===== src/rtl/seq_gen_1011.sv =====
// Serial pattern transmitter: shifts PAT out MSB-first rep_cnt times, back-to-back or overlapped.
// Define SEQGEN_GAP_EN to insert one idle GAP cycle between back-to-back copies.
module seq_gen_1011 #(
    parameter int              PAT_W   = 4,
    parameter logic [PAT_W-1:0] PAT    = 4'b1011,
    parameter int              OVL_LEN = 1,
    parameter int              CNT_W   = 4
) (
    input  logic             clk,
    input  logic             reset,
    input  logic             start,
    input  logic [CNT_W-1:0] rep_cnt,
    input  logic             ovl_mode,
    output logic             oup,
    output logic             valid,
    output logic             busy,
    output logic             done
);

    localparam int IDX_W = (PAT_W > 2) ? $clog2(PAT_W) : 1;

    // Bit-reversed copy so the bit index selects directly, MSB of PAT first.
    function automatic logic [PAT_W-1:0] reverse_bits(input logic [PAT_W-1:0] p);
        logic [PAT_W-1:0] r;
        for (int i = 0; i < PAT_W; i++) r[i] = p[PAT_W-1-i];
        return r;
    endfunction

    localparam logic [PAT_W-1:0] PAT_R = reverse_bits(PAT);

    typedef enum logic [1:0] {
        IDLE  = 2'd0,
        SHIFT = 2'd1,
`ifdef SEQGEN_GAP_EN
        GAP   = 2'd2,
`endif
        DONE  = 2'd3
    } state_e;

    state_e           state_q;
    logic [IDX_W-1:0] idx_q;
    logic [IDX_W-1:0] idx_d;
    logic [CNT_W-1:0] rem_q;
    logic             ovl_q;
    logic             oup_q;
    logic             valid_q;
    logic             busy_q;
    logic             done_q;
    logic             last_bit;

    assign last_bit = (idx_q == IDX_W'(PAT_W - 1));

    // NOTE: idx_d gets a value on every path so no latch is inferred.
    always_comb begin
        idx_d = idx_q + IDX_W'(1);
        if (last_bit) idx_d = ovl_q ? IDX_W'(OVL_LEN) : '0;
    end

    // NOTE: all state uses non-blocking assignments so every register updates from pre-edge values.
    always_ff @(posedge clk or negedge reset) begin
        if (!reset) begin
            state_q <= IDLE;
            idx_q   <= '0;
            rem_q   <= '0;
            ovl_q   <= 1'b0;
            oup_q   <= 1'b0;
            valid_q <= 1'b0;
            busy_q  <= 1'b0;
            done_q  <= 1'b0;
        end else begin
            case (state_q)
                IDLE: begin
                    if (start && (rep_cnt != '0)) begin
                        rem_q   <= rep_cnt;
                        ovl_q   <= ovl_mode;
                        idx_q   <= '0;
                        oup_q   <= PAT_R[0];
                        valid_q <= 1'b1;
                        busy_q  <= 1'b1;
                        state_q <= SHIFT;
                    end
                end
                SHIFT: begin
                    if (!last_bit) begin
                        idx_q <= idx_d;
                        oup_q <= PAT_R[idx_d];
                    end else if (rem_q == CNT_W'(1)) begin
                        idx_q   <= '0;
                        rem_q   <= '0;
                        oup_q   <= 1'b0;
                        valid_q <= 1'b0;
                        busy_q  <= 1'b0;
                        done_q  <= 1'b1;
                        state_q <= DONE;
                    end else begin
                        rem_q <= rem_q - CNT_W'(1);
`ifdef SEQGEN_GAP_EN
                        if (!ovl_q) begin
                            idx_q   <= '0;
                            oup_q   <= 1'b0;
                            valid_q <= 1'b0;
                            state_q <= GAP;
                        end else begin
                            idx_q <= idx_d;
                            oup_q <= PAT_R[idx_d];
                        end
`else
                        idx_q <= idx_d;
                        oup_q <= PAT_R[idx_d];
`endif
                    end
                end
`ifdef SEQGEN_GAP_EN
                GAP: begin
                    idx_q   <= '0;
                    oup_q   <= PAT_R[0];
                    valid_q <= 1'b1;
                    state_q <= SHIFT;
                end
`endif
                DONE: begin
                    done_q  <= 1'b0;
                    state_q <= IDLE;
                end
                default: begin
                    oup_q   <= 1'b0;
                    valid_q <= 1'b0;
                    busy_q  <= 1'b0;
                    done_q  <= 1'b0;
                    state_q <= IDLE;
                end
            endcase
        end
    end

    assign oup   = oup_q;
    assign valid = valid_q;
    assign busy  = busy_q;
    assign done  = done_q;

endmodule


===== config.mk =====
export PLATFORM = sky130hd
export DESIGN_NAME = seq_gen_1011
export DESIGN_NICKNAME = d
export VERILOG_FILES = /design/src/rtl/seq_gen_1011.sv
export SDC_FILE = /design/constraint.sdc
export NUM_CORES = 1
export LEC_CHECK = 0
export ABC_AREA = 0
export BUFFER_PORTS_ARGS = -buffer_cell sky130_fd_sc_hd__buf_2
export CORE_MARGIN = 1.5
export CORE_UTILIZATION = 53
export DETAILED_ROUTE_END_ITERATION = 16
export PLACE_DENSITY = 0.76
export SLEW_MARGIN = 20
export SYNTH_ARGS = -nofsm -noshare
export SYNTH_HDL_FRONTEND = slang
export SYNTH_SLANG_ARGS = --single-unit

===== constraint.sdc =====
create_clock -name clk -period 1.95 [get_ports clk]
set_clock_uncertainty 0.2 [all_clocks]
set_input_delay 0.0975 -clock clk [delete_from_list [all_inputs] [get_ports clk]]
set_output_delay 0.0975 -clock clk [all_outputs]
set_load 0.05 [all_outputs]

# Word level (Yosys, flattened, before mapping)
# Index checks and enable logic that the tools add are counted.
# word_totals
ff_bits	12
input_bits	8
out_inout_bits	4
word_cells	56
# op_classes
addsub	2
magnitude_cmp	1
eq_ne	7
mux	26
bitwise_logic	2
n_reduce_logical	11
# op_table
operator	count
2-bit 2-to-1 mux	7
4-bit 2-to-1 mux	3
1-bit 2-to-1 mux	9
3-bit AND reduction	3
2-bit case mux with 2 select lines	2
4-bit case mux with 2 select lines	1
2-bit inequality test, second input constant	3
1-bit case mux with 3 select lines	2
2-bit AND reduction	3
2-bit == test, second input constant	2
4-bit by 1-bit == test with 1-bit output, second input constant	1
4-bit AND reduction	1
4-bit nonzero test	1
4-bit by 1-bit subtractor with 4-bit output, second input constant	1
2-bit by 3-bit < comparator with 1-bit output, second input constant	1
2-bit by 1-bit adder with 2-bit output, second input constant	1
1-bit binary-select mux with 2-bit select	1
2-bit by 1-bit == test with 1-bit output, second input constant	1
2-bit logical NOT	1
1-bit NOT	2
1-bit case mux with 2 select lines	1
2-bit nonzero test	1
1-bit logical AND	1

# Depth between registers and ports, before layout
# logic_depth
word_depth	7
mapped_depth	5
depth_no_buf	5

# Worst setup path before layout
# Ideal clock, no wire load.
# synth_path
path_kind	register -> register
start	register idx_q[0]
end	register oup_q (netlist: oup)
setup_time_ns	0.124
arrival_time_ns	1.270
required_ns	1.626
slack_ns	0.357
stages_incl_launch_ff	6
synth_period_minus_slack_ns	1.593
cell_sequence	dfrtp_1 -> ha_1 -> buf_2 -> or3_1 -> a31oi_1 -> nor3_1
# synth_via
elab_chain_cells	7
# synth_lines
item	line_no	rtl
from (decl)	41	logic [IDX_W-1:0] idx_q;
from (signal assigned)	85	idx_q <= idx_d;
from (signal assigned)	108	idx_q <= idx_d;
2-bit by 1-bit adder with 2-bit output / 2-bit == test (equally long branches)	55, 51	
2-bit 2-to-1 mux	56	if (last_bit) idx_d = ovl_q ? IDX_W'(OVL_LEN) : '0;
1-bit binary-select mux with 2-bit select	86, 109	
1-bit 2-to-1 mux (not written as such)	86, 109	
1-bit 2-to-1 mux	87	end else if (rem_q == CNT_W'(1)) begin
1-bit 2-to-1 mux *	84	if (!last_bit) begin
1-bit case mux with 3 select lines *	71	case (state_q)
to (signal assigned)	77	oup_q <= PAT_R[0];
to (signal assigned)	86	oup_q <= PAT_R[idx_d];
to (signal assigned)	109	oup_q <= PAT_R[idx_d];
to (decl)	45	logic oup_q;
# Every way passes the cells marked *; elsewhere a longest branch is shown, timed or not. The select of a mux whose other input is x is not followed.
# A chain may end at the register's enable or synchronous reset.

# Final worst setup path
# layout_path
start	register rem_q[1]
end	register idx_q[0]
# layout_via
elab_chain_cells	4
# layout_lines
item	line_no	rtl
from (decl)	43	logic [CNT_W-1:0] rem_q;
from (signal assigned)	74	rem_q <= rep_cnt;
from (signal assigned)	96	rem_q <= rem_q - CNT_W'(1);
4-bit by 1-bit == test with 1-bit output	87	
2-bit 2-to-1 mux	87	
2-bit 2-to-1 mux	84	
2-bit case mux with 2 select lines	71	
# Every way passes these cells.

==> results.md <==
- Fillcell total: 110
- Required @ worst endpoint: 1.91 ns
- Unique masters post-synth: 35
- First-pass DRT Iterations: 4
- Worst r2r src: rem_q[1]
- CP delay by family, top: flip-flops
- Max Root-Sink Buffers: 2
- Final ANT Viol Nets: 0
- Combinational power share: 0.505
- Power Dens Cells: 1550 nW/µm²
- Register bit total from synthesis: 12
- Final Hold Violating Endpoints: 0
- Number of global-route vias before repair: about 560
- PortBufs: 11
- Non-Filler Instances: between 100 and 150
- P&R area growth vs syn: 18.6%
- Area leader, netlist: dfrtp_1
- Max-slew violations: 0
- Setup bufs post-CTS: 0
- Clock net sink count: 12
- YS warnings: 0
- Final hold slack: ~0.006 ns
- Sequence of cells on the critical path: inv_1 -> ha_1 -> nor3b_1 -> o22ai_1 -> a22o_1
- Multi-input logic area: 394 µm²
- Core ar.: 1300 µm²
- Commonest non-fill, non-tap cell in the layout: dfrtp_1
- Clock-pin slew on the worst setup and hold paths: 0.08 ns
- Final WS setup: between 0.1 and 0.15 ns
- Psw: between 500 and 600 µW
- Root buffer cell: clkbuf_4
- VDD IR-drop max: approximately 0.84 mV
- Largest net degree at the start of global routing: 13
- Starting DRT DRC Count: 22
- Crit path max fanout: 4
- Wire per inst: around 14 µm
- Die footprint: ~1600 µm²
- Clock Latency Late Sink: between 0.2 and 0.3 ns
- DP Wirelength: around 1100 µm
- Global placement routability congestion: 0.798
- TritonCTS clock tree: yes
- Sequential Power Share: 0.346
- Total CTS buffers: 3
- Initial antenna violation count: 0
- Int Power: 782 µW
- DRC errors left: 0
- Setup crit end kind: flip-flop
- Largest cells by area after synthesis: dfrtp_1 41%, ha_1 5.1%, o41ai_4 3.7%
- CP startpoint: rem_q[1]
- Post-Syn Area per Cell: 10.4 µm²
- Net Sw Frac: 0.424
- DR vias: roughly 610
- Setup violators final: 0
- Post-Synthesis Cells: slightly above 70
- Synthesized Nets: a little over 80
- Fin crit share: 0.925
- Worst path buffer plus inverter count: 1
- H-tree Lvls: 1
- Pleak: between 0.3 and 0.4 nW
- Status: complete, no violations
- Max_cap viols: 0
- Starting density of the core: 0.569
- Mean number of vias per cell: 5.96
- Worst slew margin: 0.718
- Number of antenna diodes: 0
- Chip Height: 40.4 µm
- Die X: approximately 40 µm
- I/O pin total: 12
- F_max: 0.554 GHz
- Fin nets: slightly below 100
- CP max-delay cell: dfrtp_1
- Synth top area share: 0.405
- Layout cells sized above 1: 0.253
- Critical path class: flip-flop to flip-flop
- Clock Power Share: 0.149
- Fin crit period: between 1.5 and 2 ns
- Startpoint types: flip-flop
- Global Route Usage Sum: 0.230
- Arrival time at the worst endpoint: about 1.8 ns
- Most frequent cells in the layout: 12 x dfrtp_1, 11 x buf_2, 5 x inv_1
- CP max stage delay: 0.41 ns
- Global-route wire length before repair: 2420 µm
- RSZ-0062 raised after global routing: no
- Worst-Margin Slew: around 0.42 ns
- Dpl cells: 94
- Hold Path Class: input pin to asynchronous set/reset pin
- Storage element area: 300 µm²
- Mapped Area: 741 µm²
- GRT overflow: 0
- Pre-CTS setup slack: 0.248 ns
- Sequential fraction of the synthesis area: 0.405
- Final TNS setup: 0 ns
- Post-Route WL: about 1500 µm
- Row count: 13
-- sequential cells by signal (all words and copies together), names as in the netlist --
register	cells
busy	1
rem_q	4
idx_q	2
done	1
state_q	2
oup	1
ovl_q	1
-- timing repair --
| item | 4_1_cts | 5_1_grt |
|---|---|---|
| gates resized for setup | 0 | 0 |
| endpoints found under the hold margin | 15 | 0 |
| endpoints found under the setup margin | 0 | 0 |
| hold buffers | 4 | 0 |
-- cells in the mapped netlist --
library cell,n
a31oi_1,2
nor2b_1,2
o41ai_1,1
o32a_1,1
nand2b_1,3
o31ai_2,1
o2111ai_1,1
o22ai_1,2
mux2i_1,2
a22o_1,3
a21oi_1,2
nor3b_1,1
nand3b_1,2
nor2_1,2
nor4b_1,1
o311ai_0,1
nand4b_1,1
o41a_1,1
inv_1,5
or4_1,1
ha_1,3
buf_4,1
nor3_2,1
o41ai_4,1
nand2_1,3
mux2_4,1
buf_2,4
o2bb2ai_1,1
nand3_1,1
o21ai_0,2
nand4bb_1,1
o21ai_2,1
or3_1,1
dfrtp_1,12
nor3_1,3
-- final cells by class --
type                    instances  area share
multi-input cells              49       0.449
flip-flops and latches         12       0.342
repair buffers                 17       0.125
clock buffers                   4      0.0413
well taps                      15      0.0214
inverters                       5      0.0214
-- routing by layer --
metal | share of wire | vias up | GRT usage | routed length [µm]
met5 | 0 | - | 0 | 0
met2 | 0.44 | 14 | 0.353 | 643
met4 | 0.017 | 0 | 0.100 | 25
met3 | 0.034 | 5 | 0.0500 | 50
met1 | 0.51 | 287 | 0.307 | 740
li1 | - | 302 | - | -
-- per-stage QoR --
step	area (µm²)	power (mW)	util
after floorplan	741	1.01	-
after global placement	802	1.13	0.616
after detailed placement	802	1.15	0.616
after CTS	878	1.36	0.675
after global routing	878	1.46	0.675
final	878	1.36	0.675
-- final timing paths --
check	to	slack, ns	cells after the start
min	rem_q[2]	0.006	2
max	idx_q[0]	0.15	5
min in group clk	rem_q[3]	0.01	4
max reg2reg	idx_q[0]	0.15	5
max in group asynchronous	done	1.33	2
min reg2reg	idx_q[1]	0.33	1
-- logic make-up after synthesis --
family                     synth area share
adders and majority gates            0.0507
buffers and inverters                0.0625
DFF                                   0.405
and+or+nand+nor                       0.196
muxes                                0.0473
AOI/OAI and AO/OA                     0.238
-- power by group through the flow --
stage | combinational [mW] | clock (mW) | sequential [mW]
after floorplan | 0.488 | 0 | 0.517
after global routing | 0.765 | 0.213 | 0.485
after global placement | 0.664 | 0 | 0.467
after detailed placement | 0.679 | 0 | 0.470
final | 0.686 | 0.202 | 0.470
after CTS | 0.690 | 0.203 | 0.467
No activity file was read; power rests on OpenSTA's default activity.
